--- config.mk ---
export PLATFORM = sky130hd
export DESIGN_NAME = regfile_wb_arbiter
export DESIGN_NICKNAME = d
export VERILOG_FILES = /design/src/rtl/regfile_wb_arbiter_pkg.sv /design/src/rtl/regfile_wb_arbiter_starve_ctr.sv /design/src/rtl/regfile_wb_arbiter.sv
export SDC_FILE = /design/constraint.sdc
export NUM_CORES = 1
export LEC_CHECK = 0
export ABC_AREA = 1
export ABC_CLOCK_PERIOD_IN_PS = 3700
export BUFFER_PORTS_ARGS = -buffer_cell sky130_fd_sc_hd__buf_4
export CAP_MARGIN = 20
export CORE_MARGIN = 3
export CORE_UTILIZATION = 51
export DETAILED_ROUTE_END_ITERATION = 6
export PLACE_DENSITY = 0.89
export SKIP_CTS_REPAIR_TIMING = 1
export SYNTH_ARGS = -nofsm -noshare
export SYNTH_HDL_FRONTEND = slang
export SYNTH_HIERARCHICAL = 1
export SYNTH_SLANG_ARGS = --single-unit
--- constraint.sdc ---
create_clock -name i_clk -period 3.7 [get_ports i_clk]
set_input_delay 0.925 -clock i_clk [delete_from_list [all_inputs] [get_ports i_clk]]
set_output_delay 0.925 -clock i_clk [all_outputs]
set_load 0.005 [all_outputs]
--- src/rtl/regfile_wb_arbiter_pkg.sv ---
// Shared register-file constants, write-back request type and scoreboard mask helper.
package regfile_wb_arbiter_pkg;

    localparam int XLEN   = 32;
    localparam int NREG   = 32;
    localparam int REG_AW = 5;
    localparam logic [REG_AW-1:0] REG_ZERO = 5'd0;

    typedef logic [REG_AW-1:0] reg_addr_t;
    typedef logic [XLEN-1:0]   xdata_t;

    typedef struct packed {
        reg_addr_t addr;
        xdata_t    data;
    } wb_req_t;

    // One-hot scoreboard mask; x0 never maps to a busy bit.
    function automatic logic [NREG-1:0] reg_onehot(input reg_addr_t a);
        logic [NREG-1:0] v;
        v    = '0;
        v[a] = 1'b1;
        v[REG_ZERO] = 1'b0;
        return v;
    endfunction

endpackage

--- src/rtl/regfile_wb_arbiter_starve_ctr.sv ---
// Purpose: counts consecutive denied cycles of the execute port and raises its priority.
// Latency: promote asserts the cycle after the STARVE_LIMIT-th denial, drops after an A grant.
// Backpressure: none; pure observer of a_wait / a_grant.
module wb_starve_ctr #(
    parameter int STARVE_LIMIT = 4
) (
    input  logic i_clk,
    input  logic i_rst,
    input  logic a_wait,
    input  logic a_grant,
    output logic promote
);

    localparam int CW = $clog2(STARVE_LIMIT + 1);
    localparam logic [CW-1:0] LIM = CW'(STARVE_LIMIT);

    logic [CW-1:0] cnt_q, cnt_d;
    logic          promote_q, promote_d;

    always_comb begin
        cnt_d     = cnt_q;
        promote_d = promote_q;
        if (a_grant) begin
            cnt_d     = '0;
            promote_d = 1'b0;
        end else if (a_wait) begin
            // Saturate so a long stall cannot wrap back below the limit.
            if (cnt_q != LIM) begin
                cnt_d = cnt_q + 1'b1;
            end
            if (cnt_q >= LIM - 1'b1) begin
                promote_d = 1'b1;
            end
        end
    end

    always_ff @(posedge i_clk) begin
        if (i_rst) begin
            cnt_q     <= '0;
            promote_q <= 1'b0;
        end else begin
            cnt_q     <= cnt_d;
            promote_q <= promote_d;
        end
    end

    assign promote = promote_q;

endmodule

--- src/rtl/regfile_wb_arbiter.sv ---
// Purpose: arbitrates execute (A) and load (B) results onto the single regfile write port; keeps the pending-write scoreboard.
// Latency: 1 cycle from grant to o_waddr/o_wdata; busy bit clears on the edge that writes the register.
// Backpressure: valid/ready per producer, B favoured unless A has starved; reservations stall on a busy destination.
module regfile_wb_arbiter
    import regfile_wb_arbiter_pkg::*;
#(
    parameter int STARVE_LIMIT = 4
) (
    input  logic        i_clk,
    input  logic        i_rst,
    input  logic        i_rsv_valid,
    input  logic [4:0]  i_rsv_addr,
    output logic        o_rsv_ready,
    input  logic        i_a_valid,
    input  logic [4:0]  i_a_addr,
    input  logic [31:0] i_a_data,
    output logic        o_a_ready,
    input  logic        i_b_valid,
    input  logic [4:0]  i_b_addr,
    input  logic [31:0] i_b_data,
    output logic        o_b_ready,
    output logic [4:0]  o_waddr,
    output logic [31:0] o_wdata,
    output logic [31:0] o_busy
);

    wb_req_t         wb_q, wb_d;
    logic [NREG-1:0] busy_q, busy_d;
    logic            promote;
    logic            rsv_rdy, a_rdy, b_rdy;
    logic            a_grant, b_grant, a_wait;

    // Readies depend only on the other side's valid, so a producer may wait on ready.
    always_comb begin
        rsv_rdy = ~i_rst & ~busy_q[i_rsv_addr];
        a_rdy   = 1'b0;
        b_rdy   = 1'b0;
        if (!i_rst) begin
            if (promote) begin
                a_rdy = 1'b1;
                b_rdy = ~i_a_valid;
            end else begin
                b_rdy = 1'b1;
                a_rdy = ~i_b_valid;
            end
        end
    end

    assign a_grant = i_a_valid & a_rdy;
    assign b_grant = i_b_valid & b_rdy;
    assign a_wait  = i_a_valid & ~a_rdy;

    wb_starve_ctr #(
        .STARVE_LIMIT (STARVE_LIMIT)
    ) u_starve (
        .i_clk   (i_clk),
        .i_rst   (i_rst),
        .a_wait  (a_wait),
        .a_grant (a_grant),
        .promote (promote)
    );

    always_comb begin
        wb_d = '0;
        if (b_grant) begin
            wb_d.addr = i_b_addr;
            wb_d.data = i_b_data;
        end else if (a_grant) begin
            wb_d.addr = i_a_addr;
            wb_d.data = i_a_data;
        end
    end

    // Clear the register being written this cycle; a reservation can never hit it because it is still busy.
    always_comb begin
        busy_d = busy_q & ~reg_onehot(wb_q.addr);
        if (i_rsv_valid && rsv_rdy) begin
            busy_d = busy_d | reg_onehot(i_rsv_addr);
        end
    end

    always_ff @(posedge i_clk) begin
        if (i_rst) begin
            wb_q   <= '0;
            busy_q <= '0;
        end else begin
            wb_q   <= wb_d;
            busy_q <= busy_d;
        end
    end

    assign o_rsv_ready = rsv_rdy;
    assign o_a_ready   = a_rdy;
    assign o_b_ready   = b_rdy;
    assign o_waddr     = wb_q.addr;
    assign o_wdata     = wb_q.data;
    assign o_busy      = busy_q;

endmodule

==> impl_metrics.toml <==
[timing]
clock_skew_ns = 0.00826
max_slew_margin = 0.661
grt_setup_unrepaired = "no"
final_hold_viol_count = 0
period_share = 0.794
max_freq_mhz = 340
worst_slew_pin_slew_ns = 0.509
final_max_slew_viol_count = 0
setup_viol = 0
fin_crit_ns = 2.94
timing.setup.tns_ns = 0

[drt]
wl_mm = 11.3
vias = 3644
antenna_left = 0
post-route-drc-count = 0
drtPass1Iterations = 7
viasPerCell = 5.77
wire_per_inst_um = 17.9
drt_first_iter_violations = 349

[setup_path]
critPathMaxFanout = 16
crit_type = "in -> out"
regToRegStartpoint = "o_busy[13]"
cp_data_arrival_time_ns = 2.01
startpoint_type = "input port"
regToRegSetupSlack_ns = 1.88
crit_path_start = "i_rsv_addr[0]"
worstSetupEndpointType = "output port"
cp.required_ns = 2.77

[synthesis]
seq_area_frac_synth = 0.411
yosysWarnings = 6
synth_top_area_cell = "dfxtp_1"
synth_cell_type_count = 27
synthesis.area_sq_mm = 0.00350
ys_top_cells_by_area = "dfxtp_1 (41%), a32o_1 (11%), nand3_2 (8.6%)"
postSynthNetCount = 494
synth_top_area_share = 0.411
synth-seq-cells = 72
synthCells = 407
avgSynthCellArea_sq_um = 8.61

[die]
fp.dieW_um = 88.9
rows = 29
die_h_um = 88.9
die-area_sq_mm = 0.00790
coreArea_sq_mm = 0.00649
initial_core_util = 0.539
io_pins = 156

[clock_network]
clock_sinks = 72
clk_pin_slew_ns = 0.08
htreeDepth = 3
clock_tree.buffer_depth = 2
cts_root_buffer = "clkbuf_8"
numCtsBuffers = 9
worstSkewPairLatency_ns = 0.35
tritoncts = "yes"

[global_routing]
antenna_found_initial = 0
grt_max_degree = 39
grt_usage = 0.292
grt_pass1_vias = 3645
gr-total-overflow = 0
grt_pass1_wl_mm = 17.7

[place]
portBuffers = 154
place.gp.congestion = 0.987
hpwl_mm = 8.23
place_area_sq_mm = 0.00461

[cells_and_area]
layout_common_cells = "buf_4 (158), dfxtp_1 (72), nand2_1 (65)"
final_area_sq_mm = 0.00482
area_growth_pct = 37.5
num-fill-cells = 496
layout-drive-gt1-share = 0.443
nets = 637
antenna_cells = 0
layout_commonest_cell = "buf_4"

[power_and_ir_drop]
leakagePower_nw = 2.03
finalPower_w = 0.00175
vdd_drop_max_mv = 0.269
p_per_area_mw_per_mm2 = 363

[worst_hold_path]
worstHoldStart = "u_starve/promote"
hold_class = "reg -> reg"

[run_status]
status = "finished clean"

[flow_run]
drv_cap = 0
-- kinds of logic (layout without fill, tap and decap cells) --
family / after synthesis / after routing / synth area share
fa+ha+maj: 3 / 3 / 0.0107
other cells: 1 / 1 / 0.00107
flops: 72 / 72 / 0.411
buf+inv: 57 / 205 / 0.0850
simple gates: 169 / 169 / 0.256
compound gates: 105 / 105 / 0.236
-- area by class of cell --
type	instances	area [sq um]	area share
Clock buffer	10	138	0.0286
Clock inverter	6	65.1	0.0135
Inverter	31	119	0.0247
Multi-Input combinational cell	278	1770	0.368
Sequential cell	72	1440	0.299
Tap cell	77	96.3	0.0200
Timing Repair Buffer	158	1190	0.246
-- state kept, by name, summed over array words and instances (netlist names) --
| register | count |
|---|---|
| o_busy | 31 |
| o_waddr | 5 |
| u_starve/cnt_q | 3 |
| u_starve/promote | 1 |
| o_wdata | 32 |
-- critical path: stages --
cell and delay [ns]:
buf_4 0.21, inv_4 0.08, nor2_2 0.18, nand2_1 0.08, nand3_1 0.07, nand2_1 0.05, nand2_1 0.10, nor2_2 0.05
nand2_2 0.10, nor2_8 0.04, buf_4 0.13
-- report_power, final --
part           total, W  internal (W)  switching (W)  leakage (nW)
Clock          0.000649      0.000332       0.000316         0.103
Combinational  0.000276      0.000133       0.000143          1.34
Sequential     0.000823      0.000806      0.0000171         0.589
Total           0.00175       0.00127       0.000476          2.03
-- per-stage QoR --
stage	cells	worst slack (ns)	hold slack, ns	util
finish	632	0.762	0.493	0.741
global route	632	0.659	0.538	0.741
CTS	632	0.784	0.493	0.741
detailed placement	616	0.789	0.474	0.710
global placement	616	0.841	0.470	0.710
floorplan	407	0.875	0.442	-
-- synth_stat cells --
master    count
buf_8         1
nand3_1      19
buf_12        3
a32o_1       37
dfxtp_1      72
buf_4         3
nand2_1      65
nand3_2      30
conb_1        1
nand2_2       3
inv_1        29
nor2_1       36
a21oi_2      30
inv_2         1
inv_4         1
o21ai_0      31
clkbuf_1     15
nand4_1       3
a21oi_1       6
nor3_1        8
o211ai_1      1
buf_6         1
buf_2         2
ha_1          3
nor2_8        1
nor2_2        4
buf_1         1
-- final timing paths --
path                       to  depth (start not counted)
max               o_rsv_ready                         11
max reg2reg        o_busy[21]                         12
min reg2reg  u_starve/promote                          2
min          u_starve/promote                          2
-- layer usage --
layer  track usage  share of wire  up-vias
met5             0              0        -
met4         0.148          0.025        0
met3        0.0717          0.094       27
met2         0.511           0.52      221
met1         0.327           0.36     1689
li1              -              -     1707
(Power assumes the default switching activity.)
